File: config.mk
export PLATFORM = sky130hd
export DESIGN_NAME = sequencer
export DESIGN_NICKNAME = d
export VERILOG_FILES = /design/src/rtl/cpu_pkg.sv /design/src/rtl/sequencer_rise_detect.sv /design/src/rtl/sequencer.sv
export SDC_FILE = /design/constraint.sdc
export NUM_CORES = 1
export LEC_CHECK = 0
export BUFFER_PORTS_ARGS = -buffer_cell sky130_fd_sc_hd__clkbuf_2
export CORE_MARGIN = 4
export CORE_UTILIZATION = 45
export DETAILED_ROUTE_END_ITERATION = 8
export GPL_TIMING_DRIVEN = 0
export PLACE_DENSITY = 0.73
export SYNTH_ARGS = -nofsm -noshare
export SYNTH_HDL_FRONTEND = slang
export SYNTH_SLANG_ARGS = --single-unit
File: constraint.sdc
create_clock -name CLK -period 2.42 [get_ports CLK]
set_input_delay 0.121 -clock CLK [delete_from_list [all_inputs] [get_ports CLK]]
set_output_delay 0.121 -clock CLK [all_outputs]
set_load 0.05 [all_outputs]
File: src/rtl/cpu_pkg.sv
// Shared CPU definitions for the sequencer and the instruction decoder.
//   seq_state_t  : sequencer control states
//   OP_*         : opcode encodings, OP_LDA..OP_STP = 0..7, OP_LDI = 8
//   is_legal_op  : 1 when the opcode is one of the defined instructions
package cpu_pkg;

    typedef enum logic [2:0] {
        S_IDLE,
        S_FETCH,
        S_EXEC1,
        S_EXEC2,
        S_PAUSE,
        S_HALT
    } seq_state_t;

    localparam logic [3:0] OP_LDA = 4'h0;
    localparam logic [3:0] OP_STA = 4'h1;
    localparam logic [3:0] OP_ADD = 4'h2;
    localparam logic [3:0] OP_SUB = 4'h3;
    localparam logic [3:0] OP_AND = 4'h4;
    localparam logic [3:0] OP_JMP = 4'h5;
    localparam logic [3:0] OP_JZ  = 4'h6;
    localparam logic [3:0] OP_STP = 4'h7;
    localparam logic [3:0] OP_LDI = 4'h8;

    // The defined opcodes form the contiguous range OP_LDA..OP_LDI.
    function automatic logic is_legal_op(input logic [3:0] op);
        return (op <= OP_LDI);
    endfunction

endpackage

File: src/rtl/sequencer_rise_detect.sv
// rise_detect: registered 1-bit rising-edge detector.
//   clk, rst_n : clock, asynchronous active-low reset
//   d          : level input, sampled every cycle
//   rise       : d is 1 now and was 0 at the previous clock edge
// RESET_VAL sets the history after reset; 1 means a level already high
// when reset releases is not treated as an edge.
module rise_detect #(
    parameter logic RESET_VAL = 1'b1
) (
    input  logic clk,
    input  logic rst_n,
    input  logic d,
    output logic rise
);

    logic d_p0;

    always_ff @(posedge clk or negedge rst_n) begin
        if (!rst_n) d_p0 <= RESET_VAL;
        else        d_p0 <= d;
    end

    assign rise = d & ~d_p0;

endmodule

File: src/rtl/sequencer.sv
// sequencer: control-state generator upstream of the instruction decoder.
//   CLK, RESET_N      : clock, asynchronous active-low reset
//   RUN, STEP_MODE    : run / single-step levels
//   STEP              : rising edge releases one instruction from PAUSE
//   CLEAR             : leaves HALT and clears HALTED/ILLEGAL
//   EXTRA             : decoder request for a second execute cycle (EXEC1 only)
//   MEM_Q             : instruction word, valid during FETCH
//   FETCH/EXEC1/EXEC2 : one-hot state strobes
//   IR, IR_ADDR       : registered opcode and operand fields
//   HALTED, ILLEGAL   : halt status, illegal-opcode cause
//   INSTR_COUNT       : retired instructions, wrapping
module sequencer
    import cpu_pkg::*;
#(
    parameter int WORD_W = 16,
    parameter int OPC_W  = 4,
    parameter int ADDR_W = 12,
    parameter int CNT_W  = 16
) (
    input  logic              CLK,
    input  logic              RESET_N,
    input  logic              RUN,
    input  logic              STEP_MODE,
    input  logic              STEP,
    input  logic              CLEAR,
    input  logic              EXTRA,
    input  logic [WORD_W-1:0] MEM_Q,
    output logic              FETCH,
    output logic              EXEC1,
    output logic              EXEC2,
    output logic [OPC_W-1:0]  IR,
    output logic [ADDR_W-1:0] IR_ADDR,
    output logic              HALTED,
    output logic              ILLEGAL,
    output logic [CNT_W-1:0]  INSTR_COUNT
);

    seq_state_t state, state_nxt;
    logic       step_rise;
    logic       retire;
    logic       halt_enter;
    logic       illegal_enter;
    logic       clear_flags;

    rise_detect #(.RESET_VAL(1'b1)) u_step_rise (
        .clk   (CLK),
        .rst_n (RESET_N),
        .d     (STEP),
        .rise  (step_rise)
    );

    always_ff @(posedge CLK or negedge RESET_N) begin
        if (!RESET_N) state <= S_IDLE;
        else          state <= state_nxt;
    end

    // EXTRA is only looked at in EXEC1; STP and illegal opcodes take
    // priority over it so a halting instruction never gets an EXEC2.
    always_comb begin
        state_nxt     = state;
        retire        = 1'b0;
        halt_enter    = 1'b0;
        illegal_enter = 1'b0;
        clear_flags   = 1'b0;
        case (state)
            S_IDLE:  if (RUN) state_nxt = S_FETCH;
            S_FETCH: state_nxt = S_EXEC1;
            S_EXEC1: begin
                if (IR == OP_STP) begin
                    state_nxt  = S_HALT;
                    halt_enter = 1'b1;
                end else if (!is_legal_op(IR)) begin
                    state_nxt     = S_HALT;
                    halt_enter    = 1'b1;
                    illegal_enter = 1'b1;
                end else if (EXTRA) begin
                    state_nxt = S_EXEC2;
                end else begin
                    retire = 1'b1;
                end
            end
            S_EXEC2: retire = 1'b1;
            S_PAUSE: begin
                if (!RUN)                         state_nxt = S_IDLE;
                else if (step_rise || !STEP_MODE) state_nxt = S_FETCH;
            end
            S_HALT: begin
                if (CLEAR) begin
                    state_nxt   = S_IDLE;
                    clear_flags = 1'b1;
                end
            end
            default: state_nxt = S_IDLE;
        endcase

        // Instruction boundary: stopping wins over pausing.
        if (retire) begin
            if (!RUN)           state_nxt = S_IDLE;
            else if (STEP_MODE) state_nxt = S_PAUSE;
            else                state_nxt = S_FETCH;
        end
    end

    always_ff @(posedge CLK or negedge RESET_N) begin
        if (!RESET_N) begin
            IR      <= '0;
            IR_ADDR <= '0;
        end else if (state == S_FETCH) begin
            IR      <= MEM_Q[WORD_W-1 -: OPC_W];
            IR_ADDR <= MEM_Q[ADDR_W-1:0];
        end
    end

    always_ff @(posedge CLK or negedge RESET_N) begin
        if (!RESET_N)    INSTR_COUNT <= '0;
        else if (retire) INSTR_COUNT <= INSTR_COUNT + 1'b1;
    end

    always_ff @(posedge CLK or negedge RESET_N) begin
        if (!RESET_N) begin
            HALTED  <= 1'b0;
            ILLEGAL <= 1'b0;
        end else if (clear_flags) begin
            HALTED  <= 1'b0;
            ILLEGAL <= 1'b0;
        end else if (halt_enter) begin
            HALTED  <= 1'b1;
            ILLEGAL <= illegal_enter;
        end
    end

    assign FETCH = (state == S_FETCH);
    assign EXEC1 = (state == S_EXEC1);
    assign EXEC2 = (state == S_EXEC2);

endmodule

==> flow_results.org <==
** Synth
- Gate Count Post-Synth :: 149
- Distinct cells, synth :: 40
- In the synthesized netlist the dominant register cell turns out to be sky130_fd_sc_hd__dfrtp_1.
- Fraction of registers with async set or reset after synthesis :: 1.00
- Mean area per synthesized cell :: 12.1 sq um
- Mapped Area :: 1800 sq um
- The most common cell in the synthesized netlist is sky130_fd_sc_hd__dfrtp_1.
- For this run, the register share of the synthesized area comes to 0.530.
- Top cell type's share of synthesized area :: 0.515
- By area the synthesized netlist is led by sky130_fd_sc_hd__dfrtp_1, sky130_fd_sc_hd__mux2_1, sky130_fd_sc_hd__xor2_1.
- Cell taking the most area after synthesis :: sky130_fd_sc_hd__dfrtp_1
- In the synthesized netlist, the cells that appear most often are sky130_fd_sc_hd__dfrtp_1, sky130_fd_sc_hd__mux2_1, sky130_fd_sc_hd__xor2_1, sky130_fd_sc_hd__nand2_1, sky130_fd_sc_hd__a21oi_1.
- Synthesis produced a netlist with a net count of between 150 and 200.
- Total of flip-flops plus latches after synthesis :: 38
- Warnings, synthesis :: 0
- The synthesized design contains 0 enable-type register cells.

** Route
- In this run the remaining antenna-violating nets after routing total 0.
- Vias post-DR :: approximately 1400
- After detailed routing, the number of remaining DRC violations is 0.
- In the final routed layout, each cell accounts on average for about 14 um.
- The routed design has 3700 um of wire.
- Ratio of routed vias to standard cells :: ~5.2
- DRC marker count from the first detailed-route iteration :: 98
- The pre-antenna-repair detailed-routing pass consisted of 4 iterations.

** Clocking
- Clock tree synthesis inserted a total of 5 buffers.
- TritonCTS built the clock tree.
- CTS clock-pin slew for the worst setup and hold paths :: 0.07 ns
- Clock root buffer master :: sky130_fd_sc_hd__clkbuf_8
- The clock passes through at most 2 buffers.
- Insertion delay of the later-clocked pin in the worst-skew pair :: 0.28 ns
- CTS built an H-tree with a depth of 2.
- Counting every sink on the clock net gives 38.
- Number of cells upsized or downsized after cts :: 0

** Finish
- Of the cells placed in the final design, the portion with a size suffix greater than 1 is 0.382.
- Measured on the finished design, the core utilization comes to 0.598.
- Net count of the finished layout :: 240
- Synthesis-to-layout area growth :: 25.4%
- Diodes inserted :: 0

** Worst setup path
- Of all nets on the critical path, the largest fanout is 10.
- STA classifies the critical path endpoint as an output port.
- The worst setup path is launched from a flip-flop.
- At the worst endpoint, the arrival time is 2.05 ns.
- The critical path is of the flip-flop to output port type.
- STA puts the critical path data required time at 2.30 ns.

** Place
- HPWL after DPL :: 2820 um
- The congestion estimate from routability-driven global placement came to around 0.77.
- The count of buffers added on input and output ports is 59.

** STA
- For the pin with the worst max-slew slack, the measured transition is 0.936 ns.
- Final Hold Violating Endpoints :: 37
- Worst Hold Margin :: -0.0265 ns
- Setup repair after global routing left no endpoint under its margin.
- The worst pin sits at a relative slew slack of 0.376.
- Across the routed clock network, the largest skew measured is approximately 0.0057 ns.
- Number of setup violations in the final report :: 0
- Dividing the final minimum period by the clock period gives 0.895.
- The number of max-slew violations in the final report was 0.
- Maximum frequency from static timing analysis :: 462 MHz
- After routing, the total negative slack on setup checks comes to 0 ns.
- Time the worst path needs with I/O delays and setup :: roughly 2.2 ns

** Die
- Chip width :: 71.2 um
- During I/O placement, the number of pins put on the boundary was 60.
- In this run the standard cell core region covers 3770 sq um.
- Area enclosed by the die boundary :: 5070 sq um
- Standard-cell row count :: 22
- Height of the die :: approximately 71 um
- The initial utilization of the core area, before any placement, comes to 0.477.

** GRT
- Pin count of the biggest net entering global routing :: 39
- Across every metal layer, demand over resource in global routing totals 0.156.
- After global routing the overflow that remains totals 0.
- Global-route wire length before repair :: between 6000 and 7000 um
- Vias in the first global route :: 1345
- Initial antenna violation count :: 0

** Status
- Result of the run :: finished with violations
- The final reports fail on hold timing.

** Run
- Count of maximum capacitance violations :: 0

** Worst hold path
- Hold Crit Class :: input pin to async pin
==> per-stage QoR <==
stage	instances	instance area, sq um	setup slack [ns]	hold slack, ns
floorplan	149	1800	0.304	-0.175
global placement	256	2150	0.503	0.225
detailed placement	256	2150	0.483	0.232
CTS	265	2250	0.218	0.0109
global route	265	2250	0.137	0.0467
finish	265	2250	0.254	-0.0265
==> worst max-delay path: stages (launching register included) <==
cell                       delay (ns)
sky130_fd_sc_hd__dfrtp_1         0.50
sky130_fd_sc_hd__inv_2           0.09
sky130_fd_sc_hd__nor3_2          0.57
sky130_fd_sc_hd__buf_4           0.30
sky130_fd_sc_hd__clkbuf_2        0.30
==> registers in the layout, indices dropped and copies added, names as in the netlist <==
signal,cells
INSTR_COUNT,16
state,3
IR_ADDR,12
u_step_rise.d_p0,1
HALTED,1
IR,4
ILLEGAL,1
==> routing by layer <==
layer / up-vias / GRT usage / wire length, um
met5: - / 0 / 0
met3: 2 / 0.0337 / 189
met2: 35 / 0.244 / 1840
li1: 677 / - / -
met1: 667 / 0.213 / 1630
met4: 0 / 0.0564 / 27
==> cells by family after synthesis <==
logic type                 Yosys count  synth area share
adders and majority gates            1           0.00696
muxes                               16             0.100
xor gates and xnor gates            15            0.0731
and+or+nand+nor                     34             0.107
DFF                                 38             0.530
AOI/OAI and AO/OA                   33             0.154
buffers and inverters               12            0.0292
==> repair_timing <==
action	in CTS	in global routing
endpoints found under the hold margin	1	0
buffers inserted	0	0
hold buffers	1	0
==> layout by cell type, fill, tap and decap left out, types with 2 or more instances in the layout <==
cell type                   synthesis  routed
sky130_fd_sc_hd__clkbuf_8           0       6
sky130_fd_sc_hd__and2_1             2       2
sky130_fd_sc_hd__a2111oi_2          3       3
sky130_fd_sc_hd__a211oi_1           2       2
sky130_fd_sc_hd__a211oi_2           3       3
sky130_fd_sc_hd__and4_1             2       2
sky130_fd_sc_hd__nor2_1             5       5
sky130_fd_sc_hd__clkbuf_1           1       2
sky130_fd_sc_hd__dfrtp_1           37      37
sky130_fd_sc_hd__buf_2              3       3
sky130_fd_sc_hd__nand4_1            4       4
sky130_fd_sc_hd__o21ai_1            5       5
sky130_fd_sc_hd__xor2_1            14      14
sky130_fd_sc_hd__a21oi_1            7       7
sky130_fd_sc_hd__nand2_1            9       9
sky130_fd_sc_hd__clkbuf_2           0      59
sky130_fd_sc_hd__inv_2              3       3
sky130_fd_sc_hd__inv_1              3       3
sky130_fd_sc_hd__nand2b_1           2       2
sky130_fd_sc_hd__a31oi_1            2       2
sky130_fd_sc_hd__nand3_1            6       6
sky130_fd_sc_hd__mux2_1            16      16
==> final timing paths <==
kind	start	end	cells past startpoint	slack, ns
worst max-delay path	state[0]	FETCH	4	0.25
worst min-delay path	RESET_N	IR[1]	1	-0.03
worst max register to register	state[0]	IR[2]	4	0.50
worst min register to register	INSTR_COUNT[15]	INSTR_COUNT[15]	1	0.46
max in group asynchronous	RESET_N	ILLEGAL	1	1.87
min in group CLK	MEM_Q[9]	IR_ADDR[9]	2	0.05
==> area by class of cell <==
class / count / area [sq um]
tap: 48 / 60.1
fill: 317 / 1520
timing repair buffer: 60 / 305
sequential: 38 / 952
inverter: 6 / 22.5
clock inverter: 1 / 5.00
multi-input combinational: 99 / 793
buffer: 6 / 30.0
clock buffer: 7 / 86.3
Power is left out: the tool's default activity adds up to more than one toggle a clock period on the data nets, which glitch-free logic cannot reach.
